File: src/rtl/mod_147_sync_timer_bank.sv
// Bank of N_CH independent tick-driven timers with one-shot and auto-reload modes.
// Each channel is a three-state FSM (IDLE/RUN/DONE) with registered done/not_done/expire outputs.
module mod_147_sync_timer_bank #(
  parameter int N_CH  = 4,
  parameter int CNT_W = 24
) (
  input  logic                  clk,
  input  logic                  reset,
  input  logic                  tick,
  input  logic [N_CH-1:0]       start,
  input  logic [N_CH-1:0]       stop,
  input  logic [N_CH-1:0]       periodic,
  input  logic [N_CH*CNT_W-1:0] duration,
  output logic [N_CH-1:0]       timer_done,
  output logic [N_CH-1:0]       timer_not_done,
  output logic [N_CH-1:0]       expire_pulse
);

  typedef enum logic [1:0] {
    IDLE = 2'd0,
    RUN  = 2'd1,
    DONE = 2'd2
  } state_t;

  localparam logic [CNT_W-1:0] ONE = CNT_W'(1);

  for (genvar i = 0; i < N_CH; i++) begin : g_ch
    state_t           state_q, state_d;
    logic [CNT_W-1:0] cnt_q, cnt_d;
    logic [CNT_W-1:0] dur_q, dur_d;
    logic             per_q, per_d;
    logic             exp_d;
    logic             done_q, not_done_q, pulse_q;
    logic [CNT_W-1:0] dur_in;
    logic [CNT_W-1:0] dur_eff;

    assign dur_in  = duration[i*CNT_W +: CNT_W];
    // A zero duration behaves as one tick, so the latched copy never holds 0.
    assign dur_eff = (dur_in == '0) ? ONE : dur_in;

    // Priority: stop, then start, then tick-driven counting.
    always_comb begin
      state_d = state_q;
      cnt_d   = cnt_q;
      dur_d   = dur_q;
      per_d   = per_q;
      exp_d   = 1'b0;
      if (stop[i]) begin
        state_d = IDLE;
        cnt_d   = '0;
      end else if (start[i]) begin
        state_d = RUN;
        cnt_d   = dur_eff;
        dur_d   = dur_eff;
        per_d   = periodic[i];
      end else if (state_q == RUN && tick) begin
        if (cnt_q > ONE) begin
          cnt_d = cnt_q - ONE;
        end else begin
          exp_d = 1'b1;
          if (per_q) begin
            cnt_d = dur_q;
          end else begin
            state_d = DONE;
          end
        end
      end
    end

    // Outputs are registered from the next-state decode so they line up with the state.
    always_ff @(posedge clk) begin
      if (reset) begin
        state_q    <= IDLE;
        cnt_q      <= '0;
        dur_q      <= '0;
        per_q      <= 1'b0;
        done_q     <= 1'b0;
        not_done_q <= 1'b0;
        pulse_q    <= 1'b0;
      end else begin
        state_q    <= state_d;
        cnt_q      <= cnt_d;
        dur_q      <= dur_d;
        per_q      <= per_d;
        done_q     <= (state_d == DONE);
        not_done_q <= (state_d == RUN);
        pulse_q    <= exp_d;
      end
    end

    assign timer_done[i]     = done_q;
    assign timer_not_done[i] = not_done_q;
    assign expire_pulse[i]   = pulse_q;
  end

endmodule

File: config.mk
export PLATFORM = sky130hd
export DESIGN_NAME = mod_147_sync_timer_bank
export DESIGN_NICKNAME = d
export VERILOG_FILES = /design/src/rtl/mod_147_sync_timer_bank.sv
export SDC_FILE = /design/constraint.sdc
export NUM_CORES = 1
export LEC_CHECK = 0
export CELL_PAD_IN_SITES_DETAIL_PLACEMENT = 0
export CELL_PAD_IN_SITES_GLOBAL_PLACEMENT = 1
export CORE_MARGIN = 2
export CORE_UTILIZATION = 43
export DETAILED_ROUTE_END_ITERATION = 7
export PLACE_DENSITY = 0.84
export SETUP_SLACK_MARGIN = 0.4
export SLEW_MARGIN = 20
export SYNTH_ARGS = -nofsm -noshare
export SYNTH_HDL_FRONTEND = slang
export SYNTH_SLANG_ARGS = --single-unit
File: constraint.sdc
create_clock -name clk -period 2.7 [get_ports clk]
set_input_delay 0.81 -clock clk [delete_from_list [all_inputs] [get_ports clk]]
set_output_delay 0.81 -clock clk [all_outputs]
set_load 0.1 [all_outputs]
==> out/qor.tcl, run 1 <==
set qor(status) {finished, final reports clean}
set qor(maxCapViolations) 0
set qor(detail_route.wirelength_mm) 35.5
set qor(ant_nets) 0
set qor(hold_start) {g_ch[0].dur_q[3]}
set qor(worst_ep_arrival_ns) 2.71
set qor(io_pins) 123
set qor(clock_latency_ns) 0.53
set qor(crit_path_cell_trace) {or4_4 > nand2b_4 > or4_4 > buf_6 > nor2_2 > a31oi_2 > o31a_1}
set qor(finalCriticalPeriod_ns) 2.29
set qor(timing.critical_path.mode_cell) {or4_4}
set qor(peakVddDrop_v) 0.000579
set qor(synth.net_count) 1554
set qor(antenna_cells) 0
set qor(worstRegToRegCells) 7
set qor(syn-instance-count) 1435
set qor(cts_inserted_buffers) 26
set qor(setup_violations) 0
set qor(max_stage_delay_ns) 0.54
set qor(maximum_fanout_along_the_worst_path) 8
set qor(final_net_count) 1717
set qor(first_global_vias) 10900
set qor(yosys.area.top_type_share) 0.379
set qor(h-tree-depth) 1
set qor(syn_area_um2) 11400
set qor(final_hold_viol_count) 0
set qor(total_of_hold_buffers_inserted_after_clock_tree_synthesis) 0
set qor(post_synth_xor_area_fraction) 0.0438
set qor(layout-drive-gt1-share) 0.153
set qor(finalMaxSlewViolations) 0
set qor(setup_tns_ns) 0
set qor(netlist.top_cell.by_area) {dfxtp_1}
set qor(crit-reg2reg-capture) {g_ch[2].not_done_q}
set qor(antenna_found_initial) 0
set qor(floorplan.initialDensity) 0.438
set qor(globalplace.congestion) 0.883
set qor(track_usage) 0.246
set qor(holdPathEnd) {g_ch[0].dur_q[3]}
set qor(worst_hold_slack_ns) 0.453
set qor(worst_setup_path_class) {register to register}
set qor(synthMuxAreaShare) 0.00351
set qor(post_synth_and_or_nand_nor_area_fraction) 0.254
set qor(grt_start_max_net_pins) 38
set qor(drt-initial-drc-count) 1008
set qor(cp-startpoint) {g_ch[2].cnt_q[15]}
set qor(fmax_mhz) 437
set qor(post-route-drc-count) 0
set qor(timing.critical_path.slowest_stage_cell) {or4_4}
set qor(cts_num_sinks) 216
set qor(grt_first_pass_wirelength_mm) 57.6
set qor(final.fill_count) 2395
set qor(worstHoldPathType) {register to register}
set qor(die_width_um) 167
set qor(post_synth.cell_area_avg_um2) 7.95
set qor(die_height_um) 167
set qor(synth_enable_flop_cells) 0
set qor(rsz0062_at_grt) {yes}
set qor(worstPathBufferInverterCount) 1
set qor(seq_area_um2) 4330
set qor(async_reset_ff_frac) 0
set qor(crit_path_end_kind) {register}
set qor(wl_per_cell_um) 18.2
set qor(p_leak_nw) 5.53
set qor(top_reg_cell_synth) {dfxtp_1}
set qor(number_of_input_and_output_port_buffers_inserted) 122
set qor(synth_warnings) 0
set qor(globalRoute.totalOverflow) 0
set qor(pwr_density_cell_nw_per_um2) 613
set qor(multi_input_comb_area_um2) 6610
set qor(clock-root-buffer) {clkbuf_16}
set qor(hpwl_mm) 23.7
set qor(synthAdderAreaFrac) 0.00878
set qor(die_area_um2) 27800
set qor(hold_path_depth) 2
set qor(path_depth) 7
set qor(clkTransAtPathRegs_ns) 0.06
set qor(finClkSkew_ns) 0.0116
set qor(synth.lib_cells_used.distinct) 82
set qor(worst_r2r_startpoint) {g_ch[2].cnt_q[15]}
set qor(reg2reg_setup_slack_ns) 0.41
set qor(areaGrowthSynthToFinish_pct) 27.2
set qor(clock_tree.buffer_depth) 3
set qor(synth_top_family_by_area) {simple AND/OR/NAND/NOR gates}
set qor(floorplan.core_area_um2) 26100
set qor(worst_pin_slew_ns) 0.479
set qor(ys_seq_area_frac) 0.379
set qor(synth_area_leaders) {dfxtp_1 (38%), nand2_1 (8.5%), a21oi_1 (8.2%), a221o_1 (3.6%), nor2_1 (3.2%)}
set qor(cts_tree) {done}
set qor(fin_crit_sh) 0.847
set qor(detail_route.first_pass.iterations) 5
set qor(vias) 11400
set qor(critPathTopFamily) {simple AND/OR/NAND/NOR gates}
set qor(slew_headroom) 0.678
set qor(yosys_register_bits) 216
set qor(compound_gate_fraction_of_synth_area) 0.252
set qor(critical_path_launch_point_type) {register}
set qor(drt-vias-per-instance) 5.86
set qor(required_ns) 3.12
set qor(placement_rows) 59
-- metrics by stage --
stage,instance area [um2],total power [mW],instances,utilization,setup slack (ns)
finish,14500,8.89,1952,0.557,0.414
global route,14500,9.27,1952,0.557,0.352
CTS,14300,8.86,1944,0.548,0.403
detailed placement,13300,5.30,1886,0.509,-0.0382
global placement,13300,5.29,1886,0.509,-0.374
floorplan,11400,4.64,1435,-,0.427
-- synth_stat cells (4+ instances only) --
library cell,instances
clkbuf_1,64
and2_1,4
nand2_1,257
clkbuf_8,5
o21ai_0,46
a22oi_1,32
a21oi_1,187
o211ai_1,9
a221o_1,41
ha_1,8
mux2i_1,4
o31ai_1,4
or3_1,7
nor4_1,46
or4_1,12
dfxtp_1,216
xnor2_1,29
o32ai_1,4
nor4_4,5
nand4_1,7
o31a_1,5
buf_2,18
or2_2,4
nand2b_1,9
nand4b_1,4
inv_1,15
xor2_1,28
o22ai_1,9
o41ai_1,4
nand3_1,38
and3_1,18
buf_4,15
a221o_2,5
a31oi_1,21
nor4_2,6
a211oi_1,30
nor2b_1,8
nor2_1,96
nor3b_1,6
buf_6,7
nor3_1,38
-- flip-flops by register name, summed over array words and instances, names as in the netlist --
register	count
g_ch.cnt_q	96
g_ch.done_q	4
g_ch.dur_q	96
g_ch.not_done_q	4
g_ch.per_q	4
g_ch.pulse_q	4
g_ch.state_q	8
-- placed cells by master, fill, tap and decap left out, drive strengths merged, types with 42 or more instances in the layout --
cell	Yosys	routed
a221o	46	46
nand2	257	257
o21ai	49	49
a21oi	188	188
nand3	41	42
nor2	98	98
buf	43	137
clkdlybuf4s50	1	109
nor4	57	57
dfxtp	216	216
-- worst register-to-register path: stages, from the launching register on --
cell and delay, ns:
dfxtp_4 0.35, or4_4 0.54, nand2b_4 0.18, or4_4 0.47, buf_6 0.17, nor2_2 0.10
a31oi_2 0.12, o31a_1 0.26
-- worst max-delay path by stage --
stage                               to  slack [ns]
finish              g_ch[2].not_done_q        0.41
global route         g_ch[3].cnt_q[13]        0.35
CTS                 g_ch[2].not_done_q        0.40
detailed placement   g_ch[0].cnt_q[22]       -0.04
global placement     g_ch[0].cnt_q[16]       -0.37
floorplan            g_ch[3].cnt_q[11]        0.43
-- cells by family after synthesis --
group                      count (synthesis)
DFF                                      216
and+or+nand+nor                          583
buffers and inverters                    128
muxes                                      4
AOI/OAI and AO/OA                        439
adders and majority gates                  8
xor gates and xnor gates                  57
-- report_power, final --
| part | switching, mW | internal [mW] |
|---|---|---|
| logic | 1.10 | 0.871 |
| registers | 0.116 | 3.32 |
| clock network | 1.40 | 2.08 |
-- what timing repair did --
action | in CTS | in global routing
cloned | 1 | 1
pin swaps | 6 | 6
endpoints found under the setup margin | 52 | 66
setup buffers | 10 | 7
gates resized for setup | 14 | 30
hold endpoints to repair | 0 | 0
-- cell type report --
type / count / area share
Clock buffer: 38 / 0.0536
Clock inverter: 9 / 0.00509
Inverter: 15 / 0.00388
Multi-Input combinational cell: 1092 / 0.456
Sequential cell: 216 / 0.298
Tap cell: 335 / 0.0289
Timing Repair Buffer: 247 / 0.154
-- per-layer routing --
| layer | vias to the layer above | part of all wire | wire, um | track usage |
|---|---|---|---|---|
| met2 | 360 | 0.46 | 16300 | 0.403 |
| met4 | 0 | 0.021 | 729 | 0.0600 |
| met3 | 47 | 0.061 | 2180 | 0.0280 |
| li1 | 5579 | - | - | - |
| met5 | - | 0 | 0 | 0 |
| met1 | 5459 | 0.46 | 16200 | 0.346 |
Power figures use the tool's default switching activity.
==> inputs of run 2 (changes only) <==
Clock period 2.7 ns to 2.4 ns, I/O delays scaled along.
==> run 2 against run 1 <==
Net effect: critical path depth is the same; die area unchanged; fmax about the same; setup slack got worse by 0.30 ns; global-route usage increased by 1.1 points; flip-flop and latch count stayed put; total power increased by 22%; highest routed layer unchanged.
==> out/qor.tcl, run 2 (synthesis results as in run 1) <==
set qor(drt-initial-drc-count) 954 ;# was 1008
set qor(reg_top3) {g_ch.cnt_q (96), g_ch.dur_q (96), g_ch.state_q (8)} ;# unchanged
set qor(detail_route.wirelength_mm) 39.1 ;# was 35.5 mm
set qor(peakVddDrop_v) 0.000598 ;# was 0.000579 V
set qor(hpwl_mm) 24.5 ;# was 23.7 mm
set qor(clock_tree.buffer_depth) 3 ;# unchanged
set qor(worst_hold_slack_ns) 0.450 ;# was 0.453 ns
set qor(grt_start_max_net_pins) 38 ;# unchanged
set qor(ant_nets) 0 ;# unchanged
set qor(globalRoute.totalOverflow) 0 ;# unchanged
set qor(place_area_um2) 14000 ;# was 13300 um2
set qor(pwr_density_cell_nw_per_um2) 651 ;# was 613 nW/um2
set qor(hold_start) {g_ch[0].dur_q[10]} ;# was g_ch[0].dur_q[3]
set qor(detail_route.first_pass.iterations) 5 ;# unchanged
set qor(cts_tree) {done} ;# unchanged
set qor(number_of_input_and_output_port_buffers_inserted) 122 ;# unchanged
set qor(post-place-cells) 1952 ;# was 1886
set qor(worst_ep_arrival_ns) 2.71 ;# about the same
set qor(setup_tns_ns) 0 ;# unchanged
set qor(maximum_fanout_along_the_worst_path) 7 ;# was 8
set qor(globalplace.congestion) 0.893 ;# was 0.883
set qor(clock_latency_ns) 0.54 ;# was 0.53 ns
set qor(final-instance-count-excl-fill) 2083 ;# was 1952
set qor(layout-drive-gt1-share) 0.308 ;# was 0.153
set qor(finalCriticalPeriod_ns) 2.29 ;# about the same
set qor(fin_crit_sh) 0.953 ;# was 0.847
set qor(fmax_mhz) 437 ;# about the same
set qor(worst_setup_path_class) {register to register} ;# unchanged
set qor(finalMaxSlewViolations) 0 ;# unchanged
set qor(mostFrequentLayoutCells) {nand2_1 (246), buf_4 (204), dfxtp_1 (186), a21oi_1 (151), clkdlybuf4s50_1 (108)} ;# was nand2_1 (256), dfxtp_1 (215), a21oi_1 (187), buf_4 (128), clkdlybuf4s50_1 (109)
set qor(final.fill_count) 2257 ;# was 2395
set qor(total_of_hold_buffers_inserted_after_clock_tree_synthesis) 0 ;# unchanged
set qor(holdPathEnd) {g_ch[0].dur_q[10]} ;# was g_ch[0].dur_q[3]
set qor(die_height_um) 167 ;# unchanged
set qor(postLayoutCoreUtil) 0.639 ;# was 0.557
set qor(die_width_um) 167 ;# unchanged
set qor(layout_commonest_cell) {nand2_1} ;# unchanged
set qor(slew_headroom) 0.670 ;# was 0.678
set qor(floorplan.core_area_um2) 26100 ;# unchanged
set qor(maxCapViolations) 0 ;# unchanged
set qor(final_net_count) 1851 ;# was 1717
set qor(power.total_mw) 10.8 ;# was 8.89 mW
set qor(post-route-drc-count) 0 ;# unchanged
set qor(die_area_um2) 27800 ;# unchanged
set qor(hold_path_depth) 2 ;# unchanged
set qor(cts_num_sinks) 216 ;# unchanged
set qor(track_usage) 0.257 ;# was 0.246
set qor(clock-root-buffer) {clkbuf_16} ;# unchanged
set qor(first_global_vias) 11700 ;# was 10900
set qor(dp_worst_setup_slack_ns) -0.176 ;# was -0.0382 ns
set qor(seq_area_um2) 4380 ;# was 4330 um2
set qor(h-tree-depth) 1 ;# unchanged
set qor(io_pins) 123 ;# unchanged
set qor(cts_inserted_buffers) 26 ;# unchanged
set qor(antenna_found_initial) 0 ;# unchanged
set qor(rsz0062_at_grt) {yes} ;# unchanged
set qor(critical_path_launch_point_type) {register} ;# unchanged
set qor(finClkSkew_ns) 0.00746 ;# was 0.0116 ns
set qor(finalWorstSetupSlack_ns) 0.113 ;# was 0.414 ns
set qor(worstHoldPathType) {register to register} ;# unchanged
set qor(wl_per_cell_um) 18.7 ;# was 18.2 um
set qor(areaGrowthSynthToFinish_pct) 46.0 ;# was 27.2%
set qor(multi_input_comb_area_um2) 7430 ;# was 6610 um2
set qor(vias) 12400 ;# was 11400
set qor(final_non_filler_cell_area_um2) 16700 ;# was 14500 um2
set qor(p_leak_nw) 6.41 ;# was 5.53 nW
set qor(grt_first_pass_wirelength_mm) 60.1 ;# was 57.6 mm
set qor(crit-reg2reg-capture) {g_ch[2].cnt_q[1]} ;# was g_ch[2].not_done_q
set qor(clkTransAtPathRegs_ns) 0.06 ;# about the same
set qor(worst_pin_slew_ns) 0.495 ;# was 0.479 ns
set qor(placement_rows) 59 ;# unchanged
set qor(crit_path_end_kind) {register} ;# unchanged
set qor(worstRegToRegCells) 7 ;# unchanged
set qor(drt-vias-per-instance) 5.94 ;# was 5.86
set qor(floorplan.initialDensity) 0.438 ;# unchanged
set qor(antenna_cells) 0 ;# unchanged
set qor(setup_violations) 0 ;# unchanged
set qor(worst_r2r_startpoint) {g_ch[2].cnt_q[15]} ;# unchanged
set qor(status) {finished, final reports clean} ;# unchanged
set qor(final_hold_viol_count) 0 ;# unchanged
set qor(required_ns) 2.82 ;# was 3.12 ns
set qor(reg2reg_setup_slack_ns) 0.11 ;# was 0.41 ns
## run 2: report_power, final
part           internal (mW)  total [mW]  switching [mW]  leakage [nW]
clock network           2.43        3.99            1.56         0.423
registers               3.73        3.88           0.151          1.78
logic                   1.44        2.96            1.52          4.21
total                   7.61        10.8            3.22          6.41
## run 2: critical path: stages (launching register included)
cell      delay (ns)
dfxtp_2         0.32
or4_4           0.53
nand2b_4        0.18
or4_4           0.53
buf_12          0.20
nand2b_4        0.06
a21oi_2         0.04
a221o_2         0.29
## run 2: area by class of cell
class                      count  share of cell area
multi-input combinational   1096               0.446
sequential                   216               0.263
tap                          335              0.0252
timing repair buffer         377               0.210
clock buffer                  39              0.0469
inverter                      15             0.00368
clock inverter                 5             0.00473
## run 2: worst max-delay path by stage
| stage | depth (start not counted) | slack, ns | end | startpoint |
|---|---|---|---|---|
| 2_1_floorplan | 8 | 0.22 | g_ch[2].cnt_q[5] | g_ch[2].cnt_q[17] |
| 3_3_place_gp | 6 | -0.16 | g_ch[2].cnt_q[19] | tick |
| 3_5_place_dp | 6 | -0.18 | g_ch[2].cnt_q[19] | tick |
| 4_1_cts | 7 | 0.13 | g_ch[2].cnt_q[1] | g_ch[2].cnt_q[17] |
| 5_1_grt | 9 | 0.07 | g_ch[1].cnt_q[0] | g_ch[1].cnt_q[18] |
| 6_report | 7 | 0.11 | g_ch[2].cnt_q[1] | g_ch[2].cnt_q[15] |
## run 2: layer usage
metal	share of wire	vias to the layer above	GRT usage
li1	-	5863	-
met1	0.43	5924	0.346
met2	0.47	482	0.424
met3	0.059	98	0.0337
met4	0.034	0	0.0892
met5	0	-	0
## run 2: repair_timing
item / CTS / global route
cloned: 7 / 7
buffers inserted: 44 / 29
hold endpoints to repair: 0 / 0
setup endpoints to repair: 100 / 109
pin swaps: 38 / 63
gates resized for setup: 84 / 176
